`config.mk`:
```
export PLATFORM = sky130hd
export DESIGN_NAME = etch_cursor_ctrl
export DESIGN_NICKNAME = d
export VERILOG_FILES = /design/src/rtl/etch_pkg.sv /design/src/rtl/etch_axis_tracker.sv /design/src/rtl/etch_cursor_ctrl.sv
export SDC_FILE = /design/constraint.sdc
export NUM_CORES = 1
export LEC_CHECK = 0
export ABC_AREA = 1
export ABC_CLOCK_PERIOD_IN_PS = 5000
export CORE_MARGIN = 8
export CORE_UTILIZATION = 56
export CTS_CLUSTER_SIZE = 28
export DETAILED_ROUTE_END_ITERATION = 10
export MAX_ROUTING_LAYER = met4
export PLACE_DENSITY_LB_ADDON = 0.25
export SYNTH_ARGS = -nofsm -noshare
export SYNTH_HDL_FRONTEND = slang
export SYNTH_SLANG_ARGS = --single-unit
```
`constraint.sdc`:
```
create_clock -name i_clk -period 5 [get_ports i_clk]
set_input_delay 1 -clock i_clk [delete_from_list [all_inputs] [get_ports i_clk]]
set_output_delay 1 -clock i_clk [all_outputs]
set_load 0.05 [all_outputs]
```
`src/rtl/etch_pkg.sv`:
```
// rtl/etch_pkg.sv - shared FSM states, default geometry and pixel-address helper for the etch cursor path
package etch_pkg;

  localparam int ETCH_H_RES   = 160;
  localparam int ETCH_V_RES   = 120;
  localparam int ETCH_COLOR_W = 12;

  typedef enum logic [1:0] {
    ST_SYNC  = 2'd0,
    ST_IDLE  = 2'd1,
    ST_WRITE = 2'd2,
    ST_CLEAR = 2'd3
  } etch_state_e;

  function automatic logic [31:0] pix_addr(input logic [7:0] x, input logic [6:0] y,
                                           input int unsigned h_res);
    return 32'(y) * h_res + 32'(x);
  endfunction

endpackage

```
`src/rtl/etch_axis_tracker.sv`:
```
// rtl/etch_axis_tracker.sv - per-axis prev/delta step tracker
// ETCH_DETENT_DIV_EN adds a 2-bit edge accumulator: one move per 4 same-direction edges
module etch_axis_tracker (
  input  logic       i_clk,
  input  logic       i_rst_n,
  input  logic       i_sync,
  input  logic [7:0] i_count,
  input  logic       i_consume,
  output logic       o_pending,
  output logic       o_dir_neg,
  output logic       o_move
);

  logic [7:0] r_prev;
  logic [7:0] w_delta;

  // delta is read as signed, so bit 7 is the direction
  assign w_delta   = i_count - r_prev;
  assign o_pending = |w_delta;
  assign o_dir_neg = w_delta[7];

  always_ff @(posedge i_clk or negedge i_rst_n) begin
    if (!i_rst_n) begin
      r_prev <= '0;
    end else if (i_sync) begin
      r_prev <= i_count;
    end else if (i_consume) begin
      r_prev <= o_dir_neg ? (r_prev - 8'd1) : (r_prev + 8'd1);
    end
  end

`ifdef ETCH_DETENT_DIV_EN
  logic [1:0] r_acc;
  logic       r_acc_neg;

  assign o_move = o_pending && (r_acc == 2'd3) && (r_acc_neg == o_dir_neg);

  // a reversal restarts the count with the current edge as the first of four
  always_ff @(posedge i_clk or negedge i_rst_n) begin
    if (!i_rst_n) begin
      r_acc     <= 2'd0;
      r_acc_neg <= 1'b0;
    end else if (i_consume) begin
      if (r_acc_neg != o_dir_neg) begin
        r_acc     <= 2'd1;
        r_acc_neg <= o_dir_neg;
      end else begin
        r_acc <= r_acc + 2'd1;
      end
    end
  end
`else
  assign o_move = o_pending;
`endif

endmodule

```
`src/rtl/etch_cursor_ctrl.sv`:
```
// rtl/etch_cursor_ctrl.sv - decoder counts to saturated cursor moves and pixel writes, with clear sweep
// Optional ETCH_DETENT_DIV_EN divides decoder edges by 4 inside etch_axis_tracker
module etch_cursor_ctrl
  import etch_pkg::*;
#(
  parameter int                 H_RES    = ETCH_H_RES,
  parameter int                 V_RES    = ETCH_V_RES,
  parameter int                 COLOR_W  = ETCH_COLOR_W,
  parameter logic [COLOR_W-1:0] BG_COLOR = '0,
  parameter int                 ADDR_W   = 15
) (
  input  logic               i_clk,
  input  logic               i_rst_n,
  input  logic [7:0]         i_x_count,
  input  logic [7:0]         i_y_count,
  input  logic               i_clear_req,
  input  logic [COLOR_W-1:0] i_pen_color,
  input  logic               i_wr_ready,
  output logic               o_wr_valid,
  output logic [ADDR_W-1:0]  o_wr_addr,
  output logic [COLOR_W-1:0] o_wr_data,
  output logic [7:0]         o_cursor_x,
  output logic [6:0]         o_cursor_y,
  output logic               o_busy
);

  localparam logic [1:0]        S_SYNC    = ST_SYNC;
  localparam logic [1:0]        S_IDLE    = ST_IDLE;
  localparam logic [1:0]        S_WRITE   = ST_WRITE;
  localparam logic [1:0]        S_CLEAR   = ST_CLEAR;
  localparam logic [7:0]        X_MAX     = 8'(H_RES - 1);
  localparam logic [6:0]        Y_MAX     = 7'(V_RES - 1);
  localparam logic [ADDR_W-1:0] LAST_ADDR = ADDR_W'(H_RES * V_RES - 1);

  logic [1:0]         r_state;
  logic [7:0]         r_cur_x;
  logic [6:0]         r_cur_y;
  logic               r_rr_y;
  logic               r_clr_pend;
  logic [ADDR_W-1:0]  r_wr_addr;
  logic [COLOR_W-1:0] r_wr_data;

  logic       w_x_pend, w_x_neg, w_x_move;
  logic       w_y_pend, w_y_neg, w_y_move;
  logic       w_step, w_pick_x, w_moved;
  logic [7:0] w_nx;
  logic [6:0] w_ny;

  etch_axis_tracker u_x_axis (
    .i_clk     (i_clk),
    .i_rst_n   (i_rst_n),
    .i_sync    (r_state == S_SYNC),
    .i_count   (i_x_count),
    .i_consume (w_step && w_pick_x),
    .o_pending (w_x_pend),
    .o_dir_neg (w_x_neg),
    .o_move    (w_x_move)
  );

  etch_axis_tracker u_y_axis (
    .i_clk     (i_clk),
    .i_rst_n   (i_rst_n),
    .i_sync    (r_state == S_SYNC),
    .i_count   (i_y_count),
    .i_consume (w_step && !w_pick_x),
    .o_pending (w_y_pend),
    .o_dir_neg (w_y_neg),
    .o_move    (w_y_move)
  );

  // a pending clear pre-empts steps; round-robin pointer only matters when both axes wait
  assign w_step   = (r_state == S_IDLE) && !r_clr_pend && (w_x_pend || w_y_pend);
  assign w_pick_x = w_x_pend && !(w_y_pend && r_rr_y);

  always_comb begin
    w_nx = r_cur_x;
    w_ny = r_cur_y;
    if (w_pick_x) begin
      if (w_x_move && !w_x_neg && (r_cur_x != X_MAX))     w_nx = r_cur_x + 8'd1;
      else if (w_x_move && w_x_neg && (r_cur_x != 8'd0))  w_nx = r_cur_x - 8'd1;
    end else begin
      if (w_y_move && !w_y_neg && (r_cur_y != Y_MAX))     w_ny = r_cur_y + 7'd1;
      else if (w_y_move && w_y_neg && (r_cur_y != 7'd0))  w_ny = r_cur_y - 7'd1;
    end
  end

  assign w_moved = (w_nx != r_cur_x) || (w_ny != r_cur_y);

  always_ff @(posedge i_clk or negedge i_rst_n) begin
    if (!i_rst_n) begin
      r_state    <= S_SYNC;
      r_cur_x    <= 8'(H_RES / 2);
      r_cur_y    <= 7'(V_RES / 2);
      r_rr_y     <= 1'b0;
      r_clr_pend <= 1'b0;
      r_wr_addr  <= '0;
      r_wr_data  <= '0;
    end else begin
      if (i_clear_req) r_clr_pend <= 1'b1;
      case (r_state)
        S_SYNC: r_state <= S_IDLE;
        S_IDLE: begin
          if (r_clr_pend) begin
            r_clr_pend <= i_clear_req;
            r_wr_addr  <= '0;
            r_wr_data  <= BG_COLOR;
            r_state    <= S_CLEAR;
          end else if (w_step) begin
            if (w_x_pend && w_y_pend) r_rr_y <= !r_rr_y;
            if (w_moved) begin
              r_cur_x   <= w_nx;
              r_cur_y   <= w_ny;
              r_wr_addr <= ADDR_W'(pix_addr(w_nx, w_ny, H_RES));
              r_wr_data <= i_pen_color;
              r_state   <= S_WRITE;
            end
          end
        end
        S_WRITE: if (i_wr_ready) r_state <= S_IDLE;
        S_CLEAR: begin
          if (i_wr_ready) begin
            if (r_wr_addr == LAST_ADDR) r_state <= S_IDLE;
            else                        r_wr_addr <= r_wr_addr + ADDR_W'(1);
          end
        end
        default: r_state <= S_SYNC;
      endcase
    end
  end

  assign o_wr_valid = (r_state == S_WRITE) || (r_state == S_CLEAR);
  assign o_busy     = (r_state == S_CLEAR);
  assign o_wr_addr  = r_wr_addr;
  assign o_wr_data  = r_wr_data;
  assign o_cursor_x = r_cur_x;
  assign o_cursor_y = r_cur_y;

endmodule
```
# == Word-level counts from Yosys, hierarchy flattened ==
# Cells that the tools add are included.
# word_totals
ff_bits,62
in_bits,32
out_inout_bits,44
# classes
addsub,12
n_mul,1
eq_ne,14
n_mux,31
n_bitwise,1
reduce_logical,39
# ops
op,n
$mux 15,5
$mux 8,9
$mux 12,3
$pmux 15 s2,1
$add 8x1->8 const B,3
$sub 8x1->8 const B,3
$mux 7,3
$reduce_or 8->1,2
$sub 8x8->8,2
$add 15x1->15 const B,1
$add 15x8->15,1
$eq 15x15->1 const B,1
$logic_and 1x1->1,15
$mux 2,6
$mul 7x3->10 const B,1
$reduce_and 5->1,2
$reduce_bool 2->1,5
$ne 8x8->1,1
$ne 8x8->1 const B,1
$pmux 2 s4,1
$reduce_and 4->1,2
$reduce_bool 8->1,1
$add 7x1->7 const B,1
$ne 7x7->1,1
14 further kinds,27

# == Longest topological paths before layout ==
# Gate-level depths: netlist of the first run.
# logic_depth
word_depth,13
ltp_mapped,39
mapped_depth_nobuf,38

# == Modules after synthesis ==
# A second synthesis of the first run with hierarchy kept.
# hier_totals
cells_unflattened,801
area_unflattened_um2,5723.0
# modules_own_cells
module,n_inst,cells_per_inst,area_each_um2,seq_area_each_um2
etch_cursor_ctrl,1,533,3703.6,1158.6
etch_axis_tracker at u_y_axis,1,134,1039.7,200.2
etch_axis_tracker at u_x_axis,1,134,979.7,200.2

# == Worst setup path after synthesis of the first run ==
# No wires, ideal clock.
# synth_path
kind,input to register
startpoint,in i_y_count[2]
endpoint,"reg r_wr_addr[13], in the netlist o_wr_addr[13]"
arrival_ns,4.626
required_ns,4.882
path_slack_ns,0.256
cell_stages,32
n_path_buf,1
cell_sequence,ha_1 -> a21oi_2 -> nand2_1 -> nand2_1 -> nand2_1 -> nand2_1 -> nand2_4 -> nor2_4 -> nand2_4 -> nand2_1 -> nand2_2 -> buf_4 -> nand2_1 -> inv_1 -> o21ai_0 -> xor2_1 -> ha_1 -> ha_1 -> inv_1 -> fa_1 -> nor2_1 -> inv_1 -> nor2_1 -> inv_1 -> nor2_1 -> inv_1 -> nor2_1 -> nand3_1 -> nand3_1 -> nand2_1 -> nand2_1 -> nand2_1
# synth_between
elab_chain_cells,13
elab_cells_between_ends,28
classes_between,add/sub: 2; mul: 1; eq/ne: 4; mux: 8; reduce/logical: 13
# synth_lines
element,line_no,text
"start, declared",etch_cursor_ctrl.sv:15,"input logic [7:0] i_y_count,"
$sub 8x8->8 (*),etch_axis_tracker.sv:18,assign w_delta = i_count - r_prev;
$reduce_or 8->1,etch_axis_tracker.sv:19,assign o_pending = |w_delta;
$logic_and 1x1->1 (2 in a row),etch_cursor_ctrl.sv:83,else if (w_y_move && w_y_neg && (r_cur_y != 7'd0)) w_ny = r_cur_y - 7'd1;
$mux 7,etch_cursor_ctrl.sv:83,
$mux 7,etch_cursor_ctrl.sv:82,if (w_y_move && !w_y_neg && (r_cur_y != Y_MAX)) w_ny = r_cur_y + 7'd1;
$mux 7 (*),etch_cursor_ctrl.sv:78,if (w_pick_x) begin
named net w_ny[3],etch_cursor_ctrl.sv:47,logic [6:0] w_ny;
$mul 7x3->10,etch_pkg.sv:17,return 32'(y) * h_res + 32'(x);
$add 15x8->15,etch_pkg.sv:17,
$mux 15,etch_cursor_ctrl.sv:110,if (w_moved) begin
$mux 15,etch_cursor_ctrl.sv:108,end else if (w_step) begin
$mux 15,etch_cursor_ctrl.sv:103,if (r_clr_pend) begin
$pmux 15 s2,etch_cursor_ctrl.sv:100,case (r_state)
"end signal, assigned",etch_cursor_ctrl.sv:113,"r_wr_addr <= ADDR_W'(pix_addr(w_nx, w_ny, H_RES));"
"end signal, assigned",etch_cursor_ctrl.sv:123,else r_wr_addr <= r_wr_addr + ADDR_W'(1);
"end, declared",etch_cursor_ctrl.sv:40,logic [ADDR_W-1:0] r_wr_addr;
# The timed path passes the listed nets; every way through them passes the cells marked *. The select of a mux whose other input is x is not followed.
# A chain may end at the register's enable or synchronous reset.

# == Final worst setup path of the first run ==
# layout_path
startpoint,in i_x_count[6]
endpoint,"reg r_wr_addr[14], in the netlist o_wr_addr[14]"
# layout_between
elab_cells_between_ends,26
classes_between,add/sub: 2; mul: 1; eq/ne: 4; mux: 8; reduce/logical: 11
# layout_rtl
element,line_no,text
"start, declared",etch_cursor_ctrl.sv:14,"input logic [7:0] i_x_count,"
$sub 8x8->8 (*),etch_axis_tracker.sv:18,
$reduce_or 8->1 (*),etch_axis_tracker.sv:19,
$logic_and 1x1->1 (*),etch_cursor_ctrl.sv:73,assign w_pick_x = w_x_pend && !(w_y_pend && r_rr_y);
$mux 7 (*),etch_cursor_ctrl.sv:78,
named net w_ny[0],etch_cursor_ctrl.sv:47,
$mul 7x3->10,etch_pkg.sv:17,
$add 15x8->15,etch_pkg.sv:17,
$mux 15,etch_cursor_ctrl.sv:110,
$mux 15,etch_cursor_ctrl.sv:108,
$mux 15,etch_cursor_ctrl.sv:103,
$pmux 15 s2,etch_cursor_ctrl.sv:100,
# Marks and branches as above.

==> results_dict.tcl, run 1 <==
set metrics [dict create \
    outcome "finished, final reports clean" \
    crit_arrival_ns 5.13 \
    first_pass_iters 6 \
    synth_nets 875 \
    critPathMaxFanout 4 \
    antennaDiodeCount 0 \
    grt-ovfl-total 0 \
    crit_path_top_delay_cell "clkdlybuf4s50_1" \
    syn_area_per_cell_um2 6.94 \
    grt_util_met3 0.0572 \
    clock-sinks 62 \
    syn_area_mm2 0.00550 \
    route.detailed.drc 0 \
    crit_top_cell "nand2_1" \
    ys_ff_latch 62 \
    clockBufferDepth 2 \
    critPathCaptureType "flop" \
    antenna_found_initial 0 \
    fill_cells 707 \
    wire_per_inst_um 14.4 \
    synth_cell_type_count 46 \
    htree_levels 3 \
    drive_gt1_frac 0.184 \
    tns_ns 0 \
    cp_num_buf_inv 6 \
    finalClockSkew_ns 0.0130 \
    start_util 0.571 \
    tightest_slew_ns 1.00 \
    die_w_um 115 \
    grt_max_degree 44 \
    maxSlewHeadroom 0.331 \
    slew_violations 0 \
    num_io_pins 76 \
    synthArstFlopShare 1.00 \
    place_congestion 0.913 \
    top_usage_layer "met2" \
    reg2reg_slack_ns 0.70 \
    required_ns 5.28 \
    seq_area_frac_synth 0.283 \
    clock_latency_ns 0.34 \
    grt_use_met2 0.384 \
    core_area_mm2 0.00964 \
    setup_viol 0 \
    via_per_inst 5.40 \
    num_vias 5685 \
    hold_violations 0 \
    cts_root_buf "clkbuf_8" \
    cpLargestDelayFamily "simple AND/OR/NAND/NOR gates" \
    finalNetCount 997 \
    fmax_mhz 207 \
    fin_crit_ns 4.84 \
    post-route-util 0.757 \
    syn_to_final_growth_pct 32.6 \
    synth_top_area_cell "dfrtp_1" \
    min_path_type "reg -> reg" \
    synth_top_area_share 0.255 \
    global_route.usage.met1 0.271 \
    synth_warnings 0 \
    hpwl_um 10900 \
    first_iter_violations 493 \
    std_cell_rows 36 \
    maxCapViolCount 0 \
    path_clk_slew_ns 0.07 \
    numPortBuffers 75 \
    ys_top_cells_by_area "dfrtp_1 (25%), nand2_1 (17%), ha_1 (10%)" \
    die_h_um 115 \
    grt_pass1_wl_um 24200 \
    cts_tree "yes" \
    synth_edf_count 0 \
    dieArea_mm2 0.0133 \
    final_antenna_net_count 0 \
    cts_buffers 9 \
    fin_crit_sh 0.968 \
    drt_wl_total_um 15100 \
    synthCells 793 \
    criticalPathCategory "in -> reg" \
    synth_top_flop_cell "dfrtp_1" \
    track_usage 0.229 \
    grt_pass1_vias 5526 \
    final_common_cell "nand2_1" \
    mostFrequentLayoutCells "nand2_1 (234), inv_1 (103), clkdlybuf4s50_1 (65)" \
    critPathMaxStageDelay_ns 0.43 \
    start_kind "input pin" \
]
[cell families after synthesis]
| logic type | Yosys count | share of synthesized area |
|---|---|---|
| compound gates | 129 | 0.140 |
| buf+inv | 129 | 0.0948 |
| simple gates | 383 | 0.298 |
| fa+ha+maj | 50 | 0.119 |
| xor+xnor | 39 | 0.0621 |
| flops | 62 | 0.283 |
| mux | 1 | 0.00182 |
[through the flow]
step / cells / setup slack (ns) / hold slack, ns / cell area, µm²
final: 1053 / 0.158 / 0.469 / 7300
after global routing: 1053 / -0.124 / 0.500 / 7300
after CTS: 1044 / 0.0240 / 0.473 / 6920
after detailed placement: 1028 / -0.421 / 0.460 / 6650
after global placement: 1028 / -0.161 / 0.453 / 6650
after floorplan: 793 / 0.256 / 0.446 / 5500
[cell type report]
class	instances	area (µm²)	area share
flip-flops and latches	62	1560	0.214
inverters	112	423	0.0579
clock inverters	4	45.0	0.00617
multi-input cells	602	3790	0.519
repair buffers	128	1170	0.160
clock buffers	12	155	0.0213
well taps	133	166	0.0228
[final timing paths]
kind	start	to	cells past startpoint
max in group asynchronous	i_rst_n	o_cursor_x[6]	2
worst max register to register	u_x_axis.r_prev[1]	o_wr_addr[14]	33
worst min register to register	o_wr_data[7]	o_wr_data[7]	2
min in group asynchronous	i_rst_n	o_cursor_x[0]	1
worst max-delay path	i_x_count[6]	o_wr_addr[14]	30
worst min-delay path	o_wr_data[7]	o_wr_data[7]	2
[cell usage after synthesis, types with 2 or more instances]
cell,instances
nand2_1,244
nand2_2,6
a21o_1,2
dfrtp_1,56
clkbuf_1,6
fa_1,4
o21ai_1,7
a21oi_2,3
o21bai_1,2
a21oi_1,31
o221ai_1,5
nor3_1,14
nor2_1,47
a22oi_1,3
or2_2,2
nand2_4,5
buf_4,4
xor2_1,30
xnor2_1,9
nand3b_1,3
inv_2,5
nand3_1,51
buf_2,4
o21ai_0,47
o21ai_2,10
nand4_1,4
ha_1,46
inv_1,106
o211ai_1,8
buf_6,2
dfstp_2,6
a31oi_1,7
[worst register-to-register path: cells and delay by family, from the launching register on]
kind | cells | cell delay [ns]
XOR/XNOR | 2 | 0.41
AO/OA/AOI/OAI | 3 | 0.23
buffers and inverters | 5 | 0.45
adder cells (fa/ha/maj) | 3 | 0.81
AND/OR/NAND/NOR | 20 | 2.00
flip-flops | 1 | 0.39
[what timing repair did]
action | in CTS | in global routing
endpoints found under the setup margin | 3 | 5
resized for setup | 10 | 67
hold endpoints to repair | 0 | 0
pin swaps | 2 | 33
hold buffers | 0 | 0
buffers inserted | 0 | 9
[routing by layer]
| layer | part of all wire | vias up |
|---|---|---|
| li1 | - | 2801 |
| met1 | 0.42 | 2659 |
| met2 | 0.49 | 200 |
| met3 | 0.068 | 25 |
| met4 | 0.014 | 0 |
| met5 | 0 | - |
[state kept, by name (all words and copies together) (netlist names)]
name,cells
o_wr_addr,15
r_rr_y,1
u_y_axis.r_prev,8
o_cursor_x,8
r_clr_pend,1
o_wr_data,12
r_state,2
o_cursor_y,7
u_x_axis.r_prev,8
Power of run 1 is not shown: default switching activity piles up to over one toggle a cycle in this logic, so the estimate is an artifact.
==> inputs of run 2 (changes only) <==
- GPL_ROUTABILITY_DRIVEN: not set -> 0
==> run 2 against run 1 <==
  * Via count is 2.5% higher
  * Fmax decreased by 0.17%
  * Die area stayed put
  * Setup slack lost 0.0080 ns
  * Critical path depth decreased by 4
  * Routed wire length increased by 5.2%
  * Sequential cell count unchanged
  * Core utilization barely moved
  * Cell count rose by 0.19%
  * Hold slack better by 0.0018 ns
  * Largest cell class unchanged
  * Highest routed layer unchanged
==> results_dict.tcl, run 2 (synthesized netlist as in run 1, its figures left out) <==
set metrics [dict create \
    crit_arrival_ns 5.14 \
    clock_latency_ns 0.36 \
    path_clk_slew_ns 0.07 \
    postLayoutCellArea_mm2 0.00730 \
    grt_max_degree 47 \
    grt-ovfl-total 0 \
    reg2reg_slack_ns 0.57 \
    drive_gt1_frac 0.180 \
    tns_ns 0 \
    final_cells 1055 \
    clockBufferDepth 2 \
    hold_violations 0 \
    die_h_um 115 \
    syn_to_final_growth_pct 32.7 \
    std_cell_rows 36 \
    min_path_type "reg -> reg" \
    fin_crit_sh 0.970 \
    maxCapViolCount 0 \
    cts_buffers 9 \
    first_iter_violations 458 \
    hpwl_um 11400 \
    first_pass_iters 5 \
    cts_tree "yes" \
    critPathMaxFanout 5 \
    via_per_inst 5.52 \
    antennaDiodeCount 0 \
    criticalPathCategory "in -> reg" \
    fmax_mhz 206 \
    required_ns 5.29 \
    outcome "finished, final reports clean" \
    htree_levels 3 \
    numPortBuffers 75 \
    track_usage 0.241 \
    start_util 0.571 \
    grt_pass1_wl_um 25500 \
    route.detailed.drc 0 \
    crit_start "i_x_count[3]" \
    final_antenna_net_count 0 \
    tightest_slew_ns 0.909 \
    reg2reg_depth 28 \
    critPathCaptureType "flop" \
    endpoint "o_wr_addr[12]" \
    die_w_um 115 \
    timing.rr.start "u_x_axis.r_prev[1]" \
    wire_per_inst_um 15.1 \
    mostFrequentLayoutCells "nand2_1 (237), inv_1 (101), clkdlybuf4s50_1 (61)" \
    multi_input_area_mm2 0.00377 \
    finalClockSkew_ns 0.00982 \
    num_vias 5825 \
    place_area_mm2 0.00668 \
    final_common_cell "nand2_1" \
    regArea_mm2 0.00156 \
    drt_wl_total_um 15900 \
    fill_cells 701 \
    setup_viol 0 \
    cts_root_buf "clkbuf_8" \
    core_area_mm2 0.00964 \
    num_io_pins 76 \
    r2r-end "o_wr_addr[12]" \
    grt_pass1_vias 5735 \
    start_kind "input pin" \
    antenna_found_initial 0 \
    clock-sinks 62 \
    largest_reg_flops 15 \
    finalNetCount 999 \
    maxSlewHeadroom 0.392 \
    fin_crit_ns 4.85 \
    dp_cells 1032 \
    dieArea_mm2 0.0133 \
    slew_violations 0 \
]
[run 2: cell types whose count changed in the layout (fill, tap and decap cells not counted), moves of 3 or more]
| cell | previous run | this run |
|---|---|---|
| ha_4 | 16 | 13 |
| nand2_2 | 16 | 10 |
| dlymetal6s2s_1 | 9 | 12 |
| clkdlybuf4s50_1 | 65 | 61 |
| nand2_1 | 234 | 237 |
| nand2_4 | 5 | 8 |
[run 2: repair_timing]
action                     in CTS  in global routing
setup buffers                   2                  5
pin swaps                       3                 24
gates resized for setup        10                 69
setup endpoints to repair       3                  5
hold endpoints to repair        0                  0
hold buffers                    0                  0
[run 2: how the worst min path moves through the flow]
stage            startpoint      endpoint  slack (ns)  depth (start not counted)
2_1_floorplan        r_rr_y        r_rr_y        0.45                          1
3_3_place_gp   o_wr_data[7]  o_wr_data[7]        0.45                          2
3_5_place_dp   o_wr_data[9]  o_wr_data[9]        0.46                          2
4_1_cts        o_wr_data[9]  o_wr_data[9]        0.48                          2
5_1_grt        o_wr_data[0]  o_wr_data[0]        0.51                          2
6_report       o_wr_data[9]  o_wr_data[9]        0.47                          2
[run 2: area by class of cell]
class,count,area share
sequential,62,0.214
tap,133,0.0228
timing repair buffer,130,0.163
multi-input combinational,602,0.516
inverter,112,0.0579
clock inverter,4,0.00617
clock buffer,12,0.0212
[run 2: per-stage QoR]
stage               setup slack [ns]  hold WS, ns  utilization
finish                         0.150        0.470        0.758
detailed placement            -0.451        0.457        0.693
floorplan                      0.256        0.446            -
global placement              -0.189        0.452        0.693
global route                 -0.0726        0.508        0.758
CTS                          0.00711        0.476        0.722
[run 2: routing by layer]
layer | vias to the layer above | track usage | part of all wire
met5 | - | - | 0
met4 | 0 | 0.0674 | 0.026
met3 | 53 | 0.0593 | 0.075
met1 | 2725 | 0.268 | 0.39
met2 | 247 | 0.421 | 0.51
li1 | 2800 | - | -
[run 2: worst max-delay path, stage by stage]
cell and delay (ns):
clkdlybuf4s50_1 0.57, ha_4 0.25, a21oi_2 0.14, nand2_1 0.08, xor2_1 0.14, inv_1 0.05
nand2_1 0.05, nor2_2 0.12, nand2_2 0.09, nand2_4 0.09, nand2_1 0.06, inv_1 0.07
o21ai_1 0.07, xor2_1 0.17, ha_1 0.31, ha_2 0.20, inv_1 0.07, fa_2 0.42
xnor2_2 0.22, inv_2 0.08, buf_4 0.15, nor3_2 0.16, nor2_1 0.08, o31ai_1 0.28
nand2_1 0.11, o21ai_2 0.07
Power of run 2 is left out for the same reason.
==> inputs of run 3 (changes only) <==
--- a/config.mk
+++ b/config.mk
@@ -10,5 +10,6 @@
 export CORE_MARGIN = 8
-export CORE_UTILIZATION = 56
+export CORE_UTILIZATION = 65
 export CTS_CLUSTER_SIZE = 28
 export DETAILED_ROUTE_END_ITERATION = 10
+export DONT_BUFFER_PORTS = 1
 export GPL_ROUTABILITY_DRIVEN = 0
==> constraint.sdc (replaced) <==
create_clock -name i_clk -period 5 [get_ports i_clk]
set_input_delay 0.75 -clock i_clk [delete_from_list [all_inputs] [get_ports i_clk]]
set_output_delay 0.75 -clock i_clk [all_outputs]
set_load 0.05 [all_outputs]
==> run 3 against run 2 <==
  * Cell count decreased by 14%
  * Fmax increased by 4.9%
  * Hold slack got worse by 0.38 ns
  * Global-route usage increased by 0.67 points
  * Core utilization decreased by 4.3 points
  * Routed wire length decreased by 13%
  * Count of clock-buffer cells in the layout decreased by 1
  * Final area decreased by 20%
  * Setup slack improved by 0.23 ns
  * Critical path depth increased by 6
  * Register-to-register slack got worse by 0.19 ns
  * Sequential share of layout area increased by 5.2 points
==> results_dict.tcl, run 3 (synthesized netlist as in run 1, its figures left out) <==
set metrics [dict create \
    fmax_mhz 216 \
    crit_path_top_delay_cell "fa_1" \
    die_h_um 108 \
    cts_buffers 9 \
    first_iter_violations 363 \
    tightest_slew_ns 1.01 \
    post-route-util 0.714 \
    setup_viol 0 \
    clock_latency_ns 0.35 \
    final_common_cell "nand2_1" \
    start_util 0.670 \
    regArea_mm2 0.00156 \
    criticalPathCategory "reg -> reg" \
    grt-ovfl-total 0 \
    outcome "finished, final reports clean" \
    die_w_um 108 \
    drive_gt1_frac 0.0851 \
    numPortBuffers 0 \
    clockBufferDepth 2 \
    wire_per_inst_um 15.3 \
    multi_input_area_mm2 0.00345 \
    first_pass_iters 6 \
    fin_crit_ns 4.62 \
    via_per_inst 5.78 \
    syn_to_final_growth_pct 6.66 \
    grt_pass1_wl_um 23000 \
    min_path_type "in -> async" \
    crit_top_cell "nand2_1" \
    place_area_mm2 0.00557 \
    postLayoutCellArea_mm2 0.00587 \
    route.detailed.drc 0 \
    num_vias 5225 \
    hpwl_um 10300 \
    antenna_found_initial 0 \
    dpl_worst_slack_ns 0.0849 \
    setup_ws_ns 0.375 \
    critPathMaxFanout 13 \
    antennaDiodeCount 0 \
    dieArea_mm2 0.0117 \
    fill_cells 665 \
    slew_violations 0 \
    reg2reg_depth 32 \
    cts_root_buf "clkbuf_8" \
    required_ns 5.24 \
    drt_wl_total_um 13900 \
    critPathCaptureType "flop" \
    num_io_pins 76 \
    start_kind "flop" \
    std_cell_rows 33 \
    mostFrequentLayoutCells "nand2_1 (243), inv_1 (106), dfrtp_1 (56)" \
    path_clk_slew_ns 0.08 \
    fin_crit_sh 0.925 \
    critPathMaxStageDelay_ns 0.47 \
    maxCapViolCount 0 \
    tns_ns 0 \
    crit_arrival_ns 4.86 \
    finalNetCount 876 \
    largest_reg_flops 15 \
    holdBufCountCts 0 \
    clock-sinks 62 \
    hold_violations 0 \
    grt_max_degree 63 \
    htree_levels 3 \
    final_antenna_net_count 0 \
    maxSlewHeadroom 0.327 \
    track_usage 0.248 \
    finalClockSkew_ns 0.0108 \
    grt_pass1_vias 4993 \
    cts_tree "yes" \
    core_area_mm2 0.00822 \
]
[run 3: changes by cell type in the layout (fill, tap and decap cells not counted), sizes merged]
cell	delta
clkinvlp	+2
dlygate4sd2	-1
buf	-49
clkinv	-2
clkdlybuf4s50	-61
dlymetal6s2s	-12
clkbuf	-1
inv	-1
bufinv	+2
[run 3: final timing paths]
check | from | slack, ns | to
setup reg to reg | u_x_axis.r_prev[1] | 0.38 | o_wr_addr[13]
hold / removal | i_rst_n | 0.09 | u_x_axis.r_prev[2]
setup / recovery | u_x_axis.r_prev[1] | 0.38 | o_wr_addr[13]
min in group i_clk | i_clear_req | 0.50 | r_clr_pend
hold reg to reg | r_clr_pend | 0.53 | r_clr_pend
max in group asynchronous | i_rst_n | 4.71 | o_cursor_y[4]
[run 3: timing repair]
item | CTS | global route
endpoints found under the setup margin | 0 | 3
gates resized for setup | 0 | 5
buffers inserted | 0 | 2
[run 3: through the flow]
step / std cells / hold WS [ns]
floorplan: 793 / 0.446
global placement: 886 / 0.457
detailed placement: 886 / 0.457
CTS: 902 / 0.0815
global route: 904 / 0.0724
finish: 904 / 0.0913
[run 3: critical path, delay by kind of cell, from the launching register on]
kind,cells,cell delay [ns]
fa+ha+maj,3,1.02
buf+inv,7,0.60
xor+xnor,2,0.36
compound gates,1,0.10
flops,1,0.39
simple gates,19,2.02
[run 3: cell type report]
type	instances	share of cell area
clock buffer	11	0.0258
sequential	62	0.266
clock inverter	5	0.0179
multi-input combinational	602	0.587
tap	105	0.0224
timing repair buffer	7	0.00895
inverter	112	0.0723
[run 3: layer usage]
| metal | up-vias | global-route usage | wire length, µm |
|---|---|---|---|
| met5 | - | - | 0 |
| met4 | 0 | 0.0813 | 325 |
| met3 | 31 | 0.0577 | 1110 |
| met2 | 212 | 0.395 | 6510 |
| met1 | 2416 | 0.303 | 5920 |
| li1 | 2566 | - | - |
Power of run 3 is left out for the same reason.
